$ cat config.mk
export PLATFORM = sky130hd
export DESIGN_NAME = led_fader
export DESIGN_NICKNAME = d
export VERILOG_FILES = /design/src/rtl/anim_pkg.sv /design/src/rtl/led_pwm_bit.sv /design/src/rtl/led_fader.sv
export SDC_FILE = /design/constraint.sdc
export NUM_CORES = 1
export LEC_CHECK = 0
export BUFFER_PORTS_ARGS = -buffer_cell sky130_fd_sc_hd__buf_2
export CAP_MARGIN = 20
export CORE_MARGIN = 10
export CORE_UTILIZATION = 23
export CTS_CLUSTER_DIAMETER = 60
export DETAILED_ROUTE_END_ITERATION = 12
export PLACE_DENSITY = 0.49
export SYNTH_ARGS = -nofsm -noshare
export SYNTH_HDL_FRONTEND = slang
export SYNTH_SLANG_ARGS = --single-unit
$ cat constraint.sdc
create_clock -name clk -period 3.2 [get_ports clk]
set_clock_uncertainty 0.05 [all_clocks]
set_input_delay 0.64 -clock clk [delete_from_list [all_inputs] [get_ports clk]]
set_output_delay 0.64 -clock clk [all_outputs]
set_load 0.01 [all_outputs]
$ cat src/rtl/anim_pkg.sv
// Shared LED animation definitions: frame width, fader state and the PWM duty curve.
// LED_FADER_GAMMA_EN selects a squared (gamma) duty curve instead of the linear one.
package anim_pkg;

    localparam int LED_W = 16;

    typedef enum logic {
        IDLE = 1'b0,
        FADE = 1'b1
    } state_t;

    // Result is masked to pwm_bits+1 bits; x ranges 0..2^pwm_bits.
    function automatic logic [15:0] duty(input logic [15:0] x, input int pwm_bits);
        logic [15:0] mask;
`ifdef LED_FADER_GAMMA_EN
        logic [31:0] sq;
        mask = (16'd2 << pwm_bits) - 16'd1;
        sq   = 32'(x) * 32'(x);
        return 16'(sq >> pwm_bits) & mask;
`else
        mask = (16'd2 << pwm_bits) - 16'd1;
        return x & mask;
`endif
    endfunction

endpackage

$ cat src/rtl/led_pwm_bit.sv
// Per-LED output decision: steady when the bit does not change, otherwise
// a PWM comparison against the fade-in or fade-out duty.
module led_pwm_bit
    import anim_pkg::*;
#(
    parameter int PWM_BITS = 4
) (
    input  logic                old_bit,
    input  logic                tgt_bit,
    input  state_t              state,
    input  logic [PWM_BITS:0]   duty_in,
    input  logic [PWM_BITS:0]   duty_out,
    input  logic [PWM_BITS-1:0] pwm_cnt,
    output logic                led_next
);

    always_comb begin
        led_next = tgt_bit;
        if (state == FADE && old_bit != tgt_bit) begin
            if (tgt_bit)
                led_next = ({1'b0, pwm_cnt} < duty_in);
            else
                led_next = ({1'b0, pwm_cnt} < duty_out);
        end
    end

endmodule

$ cat src/rtl/led_fader.sv
// LED output stage: crossfades changed bits with PWM over 2^PWM_BITS levels.
// Build option: LED_FADER_GAMMA_EN switches the duty curve to gamma (see anim_pkg).
module led_fader
    import anim_pkg::*;
#(
    parameter int LED_W       = anim_pkg::LED_W,
    parameter int PWM_BITS    = 4,
    parameter int STEP_CYCLES = 65536
) (
    input  logic             clk,
    input  logic             rst,
    input  logic [LED_W-1:0] frame_in,
    output logic [LED_W-1:0] led_out,
    output logic             busy,
    output state_t           state_dbg
);

    localparam int DW  = PWM_BITS + 1;
    localparam int MAX = 1 << PWM_BITS;
    localparam int SW  = (STEP_CYCLES > 1) ? $clog2(STEP_CYCLES) : 1;
    localparam logic [DW-1:0] K_MAX     = DW'(MAX);
    localparam logic [SW-1:0] STEP_LAST = SW'(STEP_CYCLES - 1);

    state_t              state, state_n;
    logic [LED_W-1:0]    tgt, tgt_n, old, old_n, led_next;
    logic [DW-1:0]       k, k_n, duty_in, duty_out;
    logic [PWM_BITS-1:0] pwm_cnt;
    logic [SW-1:0]       step_cnt, step_n;
    logic                busy_n;

    assign state_dbg = state;
    assign duty_in   = DW'(duty(16'(k), PWM_BITS));
    assign duty_out  = DW'(duty(16'(K_MAX - k), PWM_BITS));

    always_comb begin
        state_n = state;
        tgt_n   = tgt;
        old_n   = old;
        k_n     = k;
        step_n  = step_cnt;
        busy_n  = busy;
        // A frame change always (re)starts the fade, even on the final step edge.
        if (frame_in != tgt) begin
            old_n   = tgt;
            tgt_n   = frame_in;
            k_n     = '0;
            step_n  = '0;
            state_n = FADE;
            busy_n  = 1'b1;
        end else begin
            case (state)
                IDLE: busy_n = 1'b0;
                FADE: begin
                    if (step_cnt == STEP_LAST) begin
                        step_n = '0;
                        if (k == K_MAX - DW'(1)) begin
                            k_n     = K_MAX;
                            state_n = IDLE;
                            busy_n  = 1'b0;
                        end else begin
                            k_n = k + DW'(1);
                        end
                    end else begin
                        step_n = step_cnt + SW'(1);
                    end
                end
                default: state_n = IDLE;
            endcase
        end
    end

    always_ff @(posedge clk or negedge rst) begin
        if (!rst) begin
            state    <= IDLE;
            tgt      <= '0;
            old      <= '0;
            k        <= '0;
            pwm_cnt  <= '0;
            step_cnt <= '0;
            led_out  <= '0;
            busy     <= 1'b0;
        end else begin
            state    <= state_n;
            tgt      <= tgt_n;
            old      <= old_n;
            k        <= k_n;
            pwm_cnt  <= pwm_cnt + PWM_BITS'(1);
            step_cnt <= step_n;
            led_out  <= led_next;
            busy     <= busy_n;
        end
    end

    for (genvar i = 0; i < LED_W; i++) begin : g_bit
        led_pwm_bit #(.PWM_BITS(PWM_BITS)) u_bit (
            .old_bit  (old[i]),
            .tgt_bit  (tgt[i]),
            .state    (state),
            .duty_in  (duty_in),
            .duty_out (duty_out),
            .pwm_cnt  (pwm_cnt),
            .led_next (led_next[i])
        );
    end

endmodule

==> impl_metrics.yaml, run 1 <==
clock_network:
  postCtsHoldBufs: 0
  clock_sinks: 75
  cts.root.buffer_cell: "sky130_fd_sc_hd__clkbuf_16"
  post_cts_resized: 0
  clk-insertion-delay-late_ns: 0.34
  cts-root-to-sink-buffers: 2
  clkTransAtPathRegs_ns: 0.06
  ctsHtreeMaxLevel: 3
  post_cts.repair.setup_buffers: 0
  cts_tree: "done"
  tritoncts.num_buffers: 9
die:
  initial_core_util_pct: 23.7
  die_height_um: 143
  die_outline_area_um2: 20400
  floorplan.core_area_um2: 14700
  dieWidth_um: 143
  boundaryPins: 36
  std_cell_rows: 44
cells_and_area:
  n_antenna_cell: 0
  fillCellCount: 1499
  most-common-layout-cells: "75 x sky130_fd_sc_hd__dfrtp_1, 34 x sky130_fd_sc_hd__buf_2, 23 x sky130_fd_sc_hd__xor2_1"
  area_growth_from_synthesis_to_layout_pct: 20.2
  num-nets-final: 369
  layout_commonest_cell: "sky130_fd_sc_hd__dfrtp_1"
  fin_util_pct: 28.4
  final_layout_size_suffix_gt1_share_pct: 23.2
routing:
  ant_nets: 0
  first_pass_iters: 4
  routedWlPerCell_um: 14.4
  route.final.wire_length_um: 7640
  dr_total_vias: 2350
  drt_first_iter_violations: 115
  route.detailed.vias_per_inst: 4.44
  number_of_design_rule_violations_left_after_detail_routing: 0
sta:
  fin_crit_period_ns: 2.27
  finalHoldViolCount: 0
  clock.fmax_mhz: 440
  max-slew-margin-rel_pct: 36.7
  setup_total_negative_slack_ns: 0
  finalSetupViolations: 0
  period_share_pct: 71.0
  setup_repair_after_global_routing_missed_its_margin: "false"
  drv_slew: 0
  timing_worst_slew_pin_value_ns: 0.949
yosys:
  number_of_synthesis_warnings: 0
  postSynthCellCount: 314
  synth_seq_area_share_pct: 54.0
  synthesis.area_um2: 3480
  synth_nets: 343
  synth-edff-count: 0
  synthArstFlopShare_pct: 100
  yosys.cell_types.count: 39
  dominantRegCellSynth: "sky130_fd_sc_hd__dfrtp_1"
  flop_and_latch_count_out_of_synthesis: 75
  postSynthAreaPerCell_um2: 11.1
setup_path:
  worst-endpoint-required_ns: 3.43
  path_buf_inv: 2
  slowest_stage_delay_cp_ns: 0.42
  crit_chain: "inv_1, ha_1, xor2_1, ha_1, a21oi_1, o21ai_0, a21o_1, a21oi_1, buf_4, o22a_1"
  worst_path_max_delay_cell: "sky130_fd_sc_hd__dfrtp_1"
  critical-path-top-delay-family: "compound AO/OA/AOI/OAI gates"
  regToRegSetupSlack_ns: 0.93
  critical_path_class: "flop to flop"
  path_max_fanout: 15
  rr_worst_depth: 10
  critical_path.startpoint_type: "flop"
  reg2reg_from: "duty_in[0]"
  worst_setup_path_end_kind: "flop"
  data_arrival_time_of_the_critical_path_ns: 2.50
  regToRegEndpoint: "led_out[2]"
power_and_ir_drop:
  power_density_nw_per_um2: 547
  power.static_leakage_nw: 1.79
  vdd_drop_max_uv: 279
outcome:
  run_status: "completed"
global_routing:
  initial_antenna_violation_count: 0
  largest_net_degree_at_the_start_of_global_routing: 76
  first_global_vias: 2485
  grt_overflow_total: 0
  grt_util_all_layers_pct: 8.06
  grt_first_pass_wirelength_um: 13000
place:
  port_buf_inserts: 35
  hpwlAfterDp_um: 5250
  routabilityCongestion: 0.702
worst_hold_path:
  hp-class: "input pin to asynchronous set/reset pin"
run:
  max_cap_violations: 0
-- area by class of cell --
class / instances / area, um^2 / share of cell area [%]
Clock buffer: 10 / 239 / 5.72
Clock inverter: 6 / 113 / 2.69
Inverter: 9 / 33.8 / 0.808
Multi-Input combinational cell: 205 / 1470 / 35.2
Sequential cell: 75 / 1880 / 44.9
Tap cell: 184 / 230 / 5.51
Timing Repair Buffer: 40 / 215 / 5.15
-- worst reg2reg max path, cell delays in order, from the launching register on --
cell	delay [ns]
sky130_fd_sc_hd__dfrtp_1	0.42
sky130_fd_sc_hd__inv_1	0.10
sky130_fd_sc_hd__ha_1	0.23
sky130_fd_sc_hd__xor2_1	0.15
sky130_fd_sc_hd__ha_1	0.29
sky130_fd_sc_hd__a21oi_1	0.12
sky130_fd_sc_hd__o21ai_0	0.11
sky130_fd_sc_hd__a21o_1	0.21
sky130_fd_sc_hd__a21oi_1	0.13
sky130_fd_sc_hd__buf_4	0.25
sky130_fd_sc_hd__o22a_1	0.17
-- synthesized netlist by cell type (all sizes together), types with 8 or more instances --
cell | instances | share of area [%]
xor2 | 23 | 5.8
a21oi | 20 | 2.9
o31a | 10 | 2.5
nand3 | 10 | 1.4
dfrtp | 75 | 54
o21ai | 12 | 1.7
inv | 8 | 0.86
mux2 | 16 | 5.2
clkbuf | 24 | 2.6
nor2 | 17 | 1.9
nand2 | 22 | 2.4
a21o | 12 | 2.6
ha | 11 | 4.0
-- worst max-delay path by stage --
stage | startpoint | endpoint | depth (start not counted)
after floorplan | duty_in[0] | led_out[10] | 10
after global placement | frame_in[9] | old[8] | 6
after detailed placement | frame_in[9] | old[6] | 6
after CTS | duty_in[0] | led_out[12] | 10
after global routing | duty_in[0] | led_out[1] | 10
final | duty_in[0] | led_out[2] | 10
-- flip-flops by register name (all words and copies together), names as in the netlist --
signal and count:
busy 1, duty_in 5, led_out 16, state_dbg 1, tgt 16, old 16
pwm_cnt 4, step_cnt 16
-- kinds of logic after synthesis --
group | Yosys count | synth area share (%)
AO/OA/AOI/OAI | 71 | 13.7
XOR/XNOR | 27 | 6.80
adder cells (fa/ha/maj) | 11 | 3.96
buffers and inverters | 34 | 3.70
flip-flops | 75 | 54.0
multiplexers | 16 | 5.18
AND/OR/NAND/NOR | 80 | 12.7
-- stage by stage --
stage	cells	hold WS [ns]	setup slack (ns)	cell area (um^2)	power, W
after global placement	513	0.424	0.806	3830	0.00112
after global routing	529	0.368	0.736	4180	0.00237
final	529	0.382	0.928	4180	0.00229
after CTS	529	0.369	0.917	4180	0.00232
after floorplan	314	0.294	0.907	3480	0.00107
after detailed placement	513	0.423	0.786	3830	0.00112
-- metal layers --
layer	global-route usage [%]	part of all wire [%]	wire length, um
met3	3.08	4.1	314
met5	0	0	0
met4	2.99	1.5	112
met1	10.0	48	3670
met2	12.4	46	3550
-- report_power, final --
group          internal [W]  switching [W]  total [W]
logic             0.0000444      0.0000523  0.0000968
registers          0.000981      0.0000208    0.00100
clock network      0.000784       0.000405    0.00119
No activity file was read; power rests on OpenSTA's default activity.
==> run 2, diff against run 1 <==
- PLACE_DENSITY: 0.49 -> 0.5
- clock period: 3.2 -> 2 ns (I/O delays scaled with it)
==> run 2 against run 1 <==
Compared with the run above:
- final area increased by 5.5%
- combinational power increased by 77%
- global-route usage increased by 0.43 points
- fmax increased by 15%
- clock-buffer cell count increased by 1
- hold slack got worse by 0.24 ns
- total power increased by 54%
- flip-flop and latch count unchanged
- non-clock buffer count increased by 22
- sequential power increased by 61%
- wire length increased by 5.1%
- first-iteration DRC count decreased by 42%
- critical path type unchanged
- critical endpoint is now led_out[3]
- largest cell class unchanged
- highest routed layer unchanged
==> impl_metrics.yaml, run 2 (synthesis results as in run 1) <==
outcome:
  run_status: "completed"
sta:
  timing_worst_slew_pin_value_ns: 0.405
  drv_slew: 0
  setup_repair_after_global_routing_missed_its_margin: "true"
  max-slew-margin-rel_pct: 73.0
  period_share_pct: 98.6
  fin_crit_period_ns: 1.97
  clock.fmax_mhz: 507
  finalHoldViolCount: 0
  finalSetupViolations: 0
  worst_hold_slack_ns: 0.140
clock_network:
  clock_sinks: 75
  ctsHtreeMaxLevel: 3
  cts_tree: "done"
  clk-insertion-delay-late_ns: 0.33
  clkTransAtPathRegs_ns: 0.06
  tritoncts.num_buffers: 9
  cts-root-to-sink-buffers: 2
  cts.root.buffer_cell: "sky130_fd_sc_hd__clkbuf_16"
setup_path:
  critical_path.endpoint: "led_out[3]"
  critical_path_class: "flop to flop"
  regToRegEndpoint: "led_out[3]"
  rr_worst_depth: 10
  data_arrival_time_of_the_critical_path_ns: 2.20
  worst_setup_path_startpoint: "duty_in[0]"
  path_max_fanout: 5
  worst_setup_path_end_kind: "flop"
  worst-endpoint-required_ns: 2.22
  reg2reg_from: "duty_in[0]"
  critical_path.startpoint_type: "flop"
  regToRegSetupSlack_ns: 0.03
cells_and_area:
  most-common-layout-cells: "72 x sky130_fd_sc_hd__dfrtp_1, 34 x sky130_fd_sc_hd__buf_2, 23 x sky130_fd_sc_hd__xor2_1"
  fin_util_pct: 30.0
  fillCellCount: 1477
  multiInputGateArea_um2: 1510
  layout_commonest_cell: "sky130_fd_sc_hd__dfrtp_1"
  final_layout_size_suffix_gt1_share_pct: 29.8
  fin_area_um2: 4410
  n_antenna_cell: 0
  num-nets-final: 391
  seqCellArea_um2: 1880
  area_growth_from_synthesis_to_layout_pct: 26.8
die:
  std_cell_rows: 44
  dieWidth_um: 143
  floorplan.core_area_um2: 14700
  die_height_um: 143
  initial_core_util_pct: 23.7
  boundaryPins: 36
  die_outline_area_um2: 20400
power_and_ir_drop:
  power_density_nw_per_um2: 797
  power.static_leakage_nw: 1.89
  vdd_drop_max_uv: 425
worst_hold_path:
  hp-class: "input pin to flop"
routing:
  first_pass_iters: 4
  route.final.wire_length_um: 8030
  dr_total_vias: 2490
  ant_nets: 0
  routedWlPerCell_um: 14.6
  route.detailed.vias_per_inst: 4.53
  drt_first_iter_violations: 67
  number_of_design_rule_violations_left_after_detail_routing: 0
global_routing:
  first_global_vias: 2717
  initial_antenna_violation_count: 0
  grt_first_pass_wirelength_um: 13800
  grt_overflow_total: 0
  grt_util_all_layers_pct: 8.49
  largest_net_degree_at_the_start_of_global_routing: 29
place:
  placed_area_um2: 4040
  routabilityCongestion: 0.804
  hpwlAfterDp_um: 5810
  port_buf_inserts: 35
run:
  max_cap_violations: 0
-- run 2: cell types whose count changed in the layout (fill, tap and decap cells not counted), sizes merged --
cell	before	now
clkinvlp	0	2
clkbuf	10	11
clkinv	4	1
buf	40	61
bufinv	3	2
dlygate4sd3	0	1
-- run 2: what timing repair did --
action | 4_1_cts | 5_1_grt
hold buffers | 1 | 0
endpoints found under the hold margin | 26 | 0
setup endpoints to repair | 16 | 25
setup buffers | 0 | 1
gates resized for setup | 3 | 5
pin swaps | 2 | 2
-- run 2: per-stage QoR --
| stage | power, W | worst slack, ns | TNS, ns | std cells |
|---|---|---|---|---|
| 2_1_floorplan | 0.00170 | 0.00921 | 0 | 314 |
| 3_3_place_gp | 0.00180 | 0.0108 | 0 | 533 |
| 3_5_place_dp | 0.00181 | -0.0289 | -0.0750 | 533 |
| 4_1_cts | 0.00356 | 0.00859 | 0 | 549 |
| 5_1_grt | 0.00364 | -0.109 | -1.37 | 550 |
| 6_report | 0.00351 | 0.0272 | 0 | 550 |
-- run 2: layout make-up --
class	instances	share of cell area (%)
sequential	75	42.7
inverter	9	0.766
timing repair buffer	62	9.90
clock inverter	4	1.70
clock buffer	11	5.51
tap	184	5.22
multi-input combinational	205	34.3
-- run 2: metal layers --
metal	vias to the layer above	global-route usage (%)	routed length (um)
met5	-	0	0
met4	0	3.80	145
met3	11	2.49	294
met2	34	13.0	3710
met1	1243	10.8	3880
li1	1202	-	-
-- run 2: how the worst min path moves through the flow --
stage | start | end | cells past startpoint
4_1_cts | frame_in[6] | tgt[6] | 1
3_5_place_dp | rst | led_out[12] | 1
3_3_place_gp | rst | tgt[12] | 1
5_1_grt | frame_in[6] | tgt[6] | 1
2_1_floorplan | rst | busy | 0
6_report | frame_in[6] | tgt[6] | 1
-- run 2: power by group --
part           switching [W]  total (W)  internal [W]
combinational      0.0000888   0.000171     0.0000819
clock               0.000617    0.00174       0.00112
sequential         0.0000359    0.00161       0.00157
-- run 2: critical path, stage by stage (launching register included) --
cell,delay (ns)
sky130_fd_sc_hd__dfrtp_1,0.39
sky130_fd_sc_hd__inv_2,0.08
sky130_fd_sc_hd__ha_4,0.13
sky130_fd_sc_hd__xor2_1,0.15
sky130_fd_sc_hd__ha_1,0.27
sky130_fd_sc_hd__a21oi_2,0.12
sky130_fd_sc_hd__o21ai_1,0.07
sky130_fd_sc_hd__a21o_1,0.20
sky130_fd_sc_hd__a21oi_4,0.18
sky130_fd_sc_hd__buf_6,0.14
sky130_fd_sc_hd__o22a_1,0.14
